==> config.mk <==
export PLATFORM = sky130hd
export DESIGN_NAME = enigma_char_sequencer
export DESIGN_NICKNAME = d
export VERILOG_FILES = /design/src/rtl/enigma_char_sequencer.sv
export SDC_FILE = /design/constraint.sdc
export NUM_CORES = 1
export LEC_CHECK = 0
export CAP_MARGIN = 20
export CORE_MARGIN = 2
export CORE_UTILIZATION = 45
export CTS_CLUSTER_DIAMETER = 100
export DETAILED_ROUTE_END_ITERATION = 8
export PLACE_DENSITY = 0.75
export SYNTH_ARGS = -nofsm -noshare
export SYNTH_HDL_FRONTEND = slang
export SYNTH_SLANG_ARGS = --single-unit
==> constraint.sdc <==
create_clock -name clk -period 3 [get_ports clk]
set_clock_uncertainty 0.05 [all_clocks]
set_input_delay 0.9 -clock clk [delete_from_list [all_inputs] [get_ports clk]]
set_output_delay 0.9 -clock clk [all_outputs]
set_load 0.02 [all_outputs]
==> src/rtl/enigma_char_sequencer.sv <==
// Byte-stream front end for the rotor cipher core: maps letters to codes, steps the rotors,
// waits for the core to settle and returns uppercase ciphertext; non-letters pass through or drop.
//
// state   | meaning
// IDLE    | ready for a new byte
// STEP    | one-cycle rotor step pulse, letter code on core_data_in
// SETTLE  | wait SETTLE_CYCLES for the core result
// CAPTURE | latch core result into out_byte, update counters
// EMIT    | out_valid high until downstream takes the byte
module enigma_char_sequencer #(
    parameter int unsigned SETTLE_CYCLES = 2,
    parameter bit          PASS_NONALPHA = 1'b1
) (
    input  logic        clk,
    input  logic        rst,
    input  logic [7:0]  in_byte,
    input  logic        in_valid,
    output logic        in_ready,
    output logic [4:0]  core_data_in,
    output logic        core_step,
    input  logic [4:0]  core_data_out,
    output logic [7:0]  out_byte,
    output logic        out_valid,
    input  logic        out_ready,
    output logic [15:0] char_count,
    output logic [7:0]  err_count
);

    typedef enum logic [2:0] {
        IDLE,
        STEP,
        SETTLE,
        CAPTURE,
        EMIT
    } state_t;

    localparam logic [3:0] SETTLE_LOAD = 4'(SETTLE_CYCLES - 1);

    state_t     state;
    state_t     state_nx;
    logic [3:0] settle_cnt;
    logic       is_upper;
    logic       is_lower;
    logic       is_alpha;
    logic       accept;

    assign is_upper = (in_byte >= 8'h41) && (in_byte <= 8'h5A);
    assign is_lower = (in_byte >= 8'h61) && (in_byte <= 8'h7A);
    assign is_alpha = is_upper || is_lower;
    assign accept   = (state == IDLE) && in_valid;

    always_comb begin
        state_nx  = state;
        in_ready  = 1'b0;
        core_step = 1'b0;
        out_valid = 1'b0;
        case (state)
            IDLE: begin
                in_ready = 1'b1;
                if (in_valid) begin
                    if (is_alpha)
                        state_nx = STEP;
                    else if (PASS_NONALPHA)
                        state_nx = EMIT;
                end
            end
            STEP: begin
                core_step = 1'b1;
                state_nx  = SETTLE;
            end
            SETTLE: begin
                if (settle_cnt == 4'd0)
                    state_nx = CAPTURE;
            end
            CAPTURE: state_nx = EMIT;
            EMIT: begin
                out_valid = 1'b1;
                if (out_ready)
                    state_nx = IDLE;
            end
            default: state_nx = IDLE;
        endcase
    end

    always_ff @(posedge clk) begin
        if (rst) begin
            state        <= IDLE;
            settle_cnt   <= 4'd0;
            core_data_in <= 5'd0;
            out_byte     <= 8'h00;
            char_count   <= 16'd0;
            err_count    <= 8'd0;
        end else begin
            state <= state_nx;
            if (accept) begin
                // 'A' and 'a' both have low five bits 1, so one subtract covers both cases
                if (is_alpha)
                    core_data_in <= in_byte[4:0] - 5'd1;
                else if (PASS_NONALPHA)
                    out_byte <= in_byte;
            end
            if (state == STEP)
                settle_cnt <= SETTLE_LOAD;
            else if ((state == SETTLE) && (settle_cnt != 4'd0))
                settle_cnt <= settle_cnt - 4'd1;
            if (state == CAPTURE) begin
                char_count <= char_count + 16'd1;
                if (core_data_out <= 5'd25) begin
                    out_byte <= 8'h41 + {3'b000, core_data_out};
                end else begin
                    out_byte <= 8'h3F;
                    if (err_count != 8'hFF)
                        err_count <= err_count + 8'd1;
                end
            end
        end
    end

endmodule
# Word level (Yosys, flattened, before mapping)
# Index checks and enable logic that the tools add are counted.
[totals]
ff_bits = 44
latch_bits = 0
ram_bits = 0
romBits = 0
in_bits = 17
out_inout_bits = 40
wordCells = 56
mem_count = 0
[op_classes]
add_sub_neg = 5
mul = 0
div_mod_pow = 0
magnitude_cmp = 5
n_eq_ne = 9
shift = 0
n_mux = 14
bitwise = 1
reduce_logical = 15
[ops]
columns = ["op", "n"]
rows = [
  ["8-bit 2-to-1 mux", 4],
  ["16-bit by 1-bit adder with 16-bit output (second input constant)", 1],
  ["8-bit by 7-bit >= comparator with 1-bit output (second input constant)", 2],
  ["8-bit by 7-bit <= comparator with 1-bit output (second input constant)", 2],
  ["3-bit case mux with 5 select lines", 1],
  ["3-bit 2-to-1 mux", 4],
  ["7-bit by 5-bit adder with 8-bit output (first input constant)", 1],
  ["8-bit by 1-bit adder with 8-bit output (second input constant)", 1],
  ["8-bit != test (second input constant)", 1],
  ["3-bit by 2-bit == test with 1-bit output (second input constant)", 2],
  ["2-bit != test (second input constant)", 3],
  ["3-bit AND reduction", 2],
  ["5-bit <= comparator (second input constant)", 1],
  ["1-bit 2-to-1 mux", 5],
  ["5-bit by 1-bit subtractor with 5-bit output (second input constant)", 1],
  ["1-bit logical AND", 4],
  ["4-bit logical NOT", 1],
  ["2-bit AND reduction", 2],
  ["2-bit nonzero test", 2],
  ["4-bit nonzero test", 1],
  ["4-bit by 1-bit subtractor with 4-bit output (second input constant)", 1],
  ["3-bit by 1-bit == test with 1-bit output (second input constant)", 1],
  ["3-bit == test (second input constant)", 1],
  ["3-bit logical NOT", 1],
  ["4 further kinds", 4],
]

# Depth between registers and ports, before layout
[depth]
word_depth = 6
ltp_mapped = 8
ltp_nobuf = 7

# Worst setup path before layout
# OpenSTA, ideal clock, no wires.
[synth_path]
path_kind = "input -> register"
startpoint = "input port core_data_out[1]"
endpoint = "register out_byte[2]"
setup_ns = 0.071
arrival_ns = 2.167
required_ns = 2.879
setup_slack_ns = 0.712
cell_stages = 8
n_path_buf = 1
path_cell_list = "inv_1 ha_1 o21ba_2 o211ai_2 and2_1 buf_2 a221o_1 a21oi_1"
[synth_via]
elab_chain_cells = 3
elab_cells_between_ends = 4
cone_classes = "add/sub (1); order compare (1); mux (2)"
[synth_lines]
columns = ["element", "line", "text"]
rows = [
  ["start, declared", "21", "input logic [4:0] core_data_out,"],
  ["7-bit by 5-bit adder with 8-bit output / 5-bit <= comparator (equally long branches)", "109, 108", ""],
  ["8-bit 2-to-1 mux *", "108", "if (core_data_out <= 5'd25) begin"],
  ["8-bit 2-to-1 mux *", "106", "if (state == CAPTURE) begin"],
  ["end signal, assigned", "100", "out_byte <= in_byte;"],
  ["end signal, assigned", "109", "out_byte <= 8'h41 + {3'b000, core_data_out};"],
  ["end, declared", "22", "output logic [7:0] out_byte,"],
]
# Every way passes the cells marked *; elsewhere a longest branch is shown, timed or not.
# A chain may end at the register's enable or synchronous reset.

# Worst setup path in the final report
[layout_path]
startpoint = "input port in_byte[1]"
endpoint = "register core_data_in[4]"
[layout_via]
elab_chain_cells = 4
elab_cells_between_ends = 9
cone_classes = "add/sub (1); order compare (4); reduce/logical (4)"
[layout_lines]
columns = ["element", "line", "text"]
rows = [
  ["start, declared", "16", "input logic [7:0] in_byte,"],
  ["8-bit by 7-bit >= comparator with 1-bit output (tied with other cells)", "47", "assign is_upper = (in_byte >= 8'h41) && (in_byte <= 8'h5A);"],
  ["1-bit logical AND, on equally long branches", "47, 48", ""],
  ["1-bit logical OR", "49", "assign is_alpha = is_upper || is_lower;"],
  ["2-bit AND reduction (no line)", "-", ""],
  ["end signal, assigned", "98", "core_data_in <= in_byte[4:0] - 5'd1;"],
  ["end, declared", "19", "output logic [4:0] core_data_in,"],
]
# Several ways; a longest one is shown, not always the timed one.

==> flow_summary.json <==
{
  "fp.dieW_um": 74.0,
  "placementRows": 25,
  "critical_path.startpoint_type": "input pin",
  "synth_area_per_cell_sq_um": 8.71,
  "tightest_slew_ps": 499,
  "cellPowerDensity_nw_per_um2": 420,
  "synthTopCellsByArea": "dfxtp_1 40%, xnor2_1 6.4%, nor2_1 6.0%, xor2_1 5.2%, ha_1 4.5%",
  "min_from": "char_count[1]$_SDFFE_PP0P_",
  "cts_resized": 0,
  "routed-via-count": 2002,
  "hold_buffers": 0,
  "async_flop_share": 0,
  "ys_top_cells_by_count": "44 x dfxtp_1, 35 x nor2_1, 18 x a21oi_1",
  "hold_viol": 0,
  "critPathRequiredTime_ps": 3150,
  "vias_per_cell": 5.27,
  "max-cap-violations": 0,
  "ioPinCount": 57,
  "rrSetupSlack_ps": 1130,
  "hold_class": "reg -> reg",
  "post_cts_buffers": 0,
  "overflow": 0,
  "yosysTopAreaCell": "dfxtp_1",
  "ys_seq_area_frac": 0.400,
  "synth_edf_count": 0,
  "drv_slew": 0,
  "yosysTopAreaCellShare": 0.400,
  "ant_nets": 0,
  "synth_compound_area_frac": 0.174,
  "remaining_drc_errors": 0,
  "total_leakage_power_nw": 0.997,
  "synth-seq-cells": 44,
  "dp_hpwl_mm": 3.60,
  "die_h_um": 74.0,
  "setup.worst_path.end_class": "flop",
  "syn-num-nets": 278,
  "synth_xor_area_frac": 0.115,
  "worstSetupStartpoint": "in_byte[1]",
  "cts_buffers": 5,
  "yosysWarnings": 0,
  "relSlewSlack": 0.667,
  "max_freq_ghz": 0.373,
  "synth_mux_area_frac": 0,
  "setup_tns_ps": 0,
  "io_buffers": 56,
  "setup_viol": 0,
  "cts_tree": "yes",
  "layout-drive-gt1-share": 0.0799,
  "num_antenna_cells": 0,
  "grt_pass1_vias": 1909,
  "drt_iter0_drc": 108,
  "grt_pass1_wl_mm": 8.38,
  "grt_start_max_net_pins": 22,
  "synth-simple-area-share": 0.228,
  "finalCritPeriodShare": 0.895,
  "synth.most_common_cell": "dfxtp_1",
  "finalCriticalPeriod_ps": 2680,
  "netlist_area_sq_um": 2200,
  "dieArea_sq_um": 5470,
  "firstDrtPassIters": 4,
  "arrival_ps": 2830,
  "rsz0062_at_grt": "no",
  "synthCells": 253,
  "drt-wirelength-per-cell_um": 13.0,
  "clk_pin_slew_ps": 80,
  "syn_to_final_growth_pct": 33.8,
  "gp_congestion": 0.843,
  "fin_nets": 337,
  "synth_top_family_by_area": "simple AND/OR/NAND/NOR gates",
  "path_class": "in -> reg",
  "clock_path_buffers": 2,
  "holdWs_ps": 447,
  "insertion_delay_ps": 290,
  "synthFlopType": "dfxtp_1",
  "clock-root-buffer": "clkbuf_8",
  "antenna_found_initial": 0,
  "synthDistinctLibCells": 45,
  "htree_levels": 2,
  "coreArea_sq_um": 4720,
  "r2r-start": "state[0]$_SDFFE_PP0P_",
  "fillerInstances": 425,
  "gr-usage-all-layers": 0.193,
  "initial_core_util": 0.466,
  "wl_mm": 4.96,
  "vdd_drop_max_mv": 0.307,
  "synthAdderAreaFrac": 0.0454,
  "status": "complete, no violations",
  "path_max_fanout": 11,
  "cts_sinks": 44
}
-- final timing paths --
| check | to | cells after the start |
|---|---|---|
| hold reg to reg | char_count[1]$_SDFFE_PP0P_ | 2 |
| setup / recovery | core_data_in[4]$_SDFFE_PP0P_ | 9 |
| hold / removal | char_count[1]$_SDFFE_PP0P_ | 2 |
| setup reg to reg | err_count[7]$_SDFFE_PP0P_ | 5 |
-- per-stage QoR --
step	power [W]	setup WS, ps	area (sq um)	std cells	utilization
5_1_grt	0.00129	87.9	2950	380	0.624
3_3_place_gp	0.000803	137	2840	372	0.602
6_report	0.00124	316	2950	380	0.624
4_1_cts	0.00125	333	2950	380	0.624
3_5_place_dp	0.000806	19.2	2840	372	0.602
2_1_floorplan	0.000720	712	2200	253	-
-- cell families (layout without fill, tap and decap cells) --
family / after synthesis / in the layout
AO/OA/AOI/OAI: 54 / 54
XOR/XNOR: 29 / 29
buffers and inverters: 18 / 78
adder cells (fa/ha/maj): 8 / 8
AND/OR/NAND/NOR: 100 / 100
flip-flops: 44 / 44
-- area by class of cell --
type	count	area, sq um	share of cell area
clock inverters	2	35.0	0.0119
clock buffers	6	72.6	0.0246
repair buffers	62	606	0.205
flip-flops and latches	44	881	0.299
inverters	8	30.0	0.0102
well taps	67	83.8	0.0284
multi-input cells	191	1240	0.421
-- registers in the layout, summed over array words and instances (netlist names) --
signal / flops
char_count: 16
core_data_in: 5
err_count: 8
out_byte: 8
settle_cnt: 4
state: 3
-- power breakdown --
| part | leakage (nW) | internal [W] | total (W) | switching (W) |
|---|---|---|---|---|
| clock | 0.0552 | 0.000247 | 0.000445 | 0.000198 |
| combinational | 0.585 | 0.0000845 | 0.000181 | 0.0000962 |
| sequential | 0.356 | 0.000599 | 0.000612 | 0.0000128 |
-- worst max-delay path: stages --
cell and delay (ps):
clkdlybuf4s50_1 550, inv_1 80, ha_1 200, nor3b_2 180, a21oi_1 190, o21a_1 190, buf_4 180, a21oi_1 80
a211oi_1 270
-- cells in the final DEF (no fill, tap or decap), types with 2 or more instances in the layout --
| cell type | netlist | layout |
|---|---|---|
| nand2_1 | 17 | 17 |
| dfxtp_1 | 44 | 44 |
| nor4_1 | 2 | 2 |
| a221oi_1 | 2 | 2 |
| a211oi_1 | 7 | 7 |
| ha_1 | 8 | 8 |
| nor2_1 | 35 | 35 |
| clkbuf_8 | 0 | 5 |
| nor4_2 | 3 | 3 |
| or2_2 | 2 | 2 |
| a311oi_1 | 3 | 3 |
| and3_1 | 3 | 3 |
| inv_1 | 8 | 8 |
| a31oi_1 | 2 | 2 |
| o21ai_1 | 3 | 3 |
| nand3_1 | 14 | 14 |
| a21oi_1 | 18 | 18 |
| xnor2_1 | 16 | 16 |
| nor3_1 | 6 | 6 |
| o21ai_0 | 8 | 8 |
| clkdlybuf4s50_1 | 0 | 56 |
| buf_4 | 1 | 6 |
| xor2_1 | 13 | 13 |
| nand2b_1 | 5 | 5 |
| and2_1 | 3 | 3 |
| nand4_1 | 4 | 4 |
-- layer usage --
metal  GRT usage  vias to the layer above  part of all wire
met4      0.0848                        0             0.023
met3      0.0325                       11             0.037
met1       0.245                      930              0.45
met5           0                        -                 0
li1            -                     1010                 -
met2       0.322                       51              0.49
Note: power is estimated with default switching activity, not from simulation.
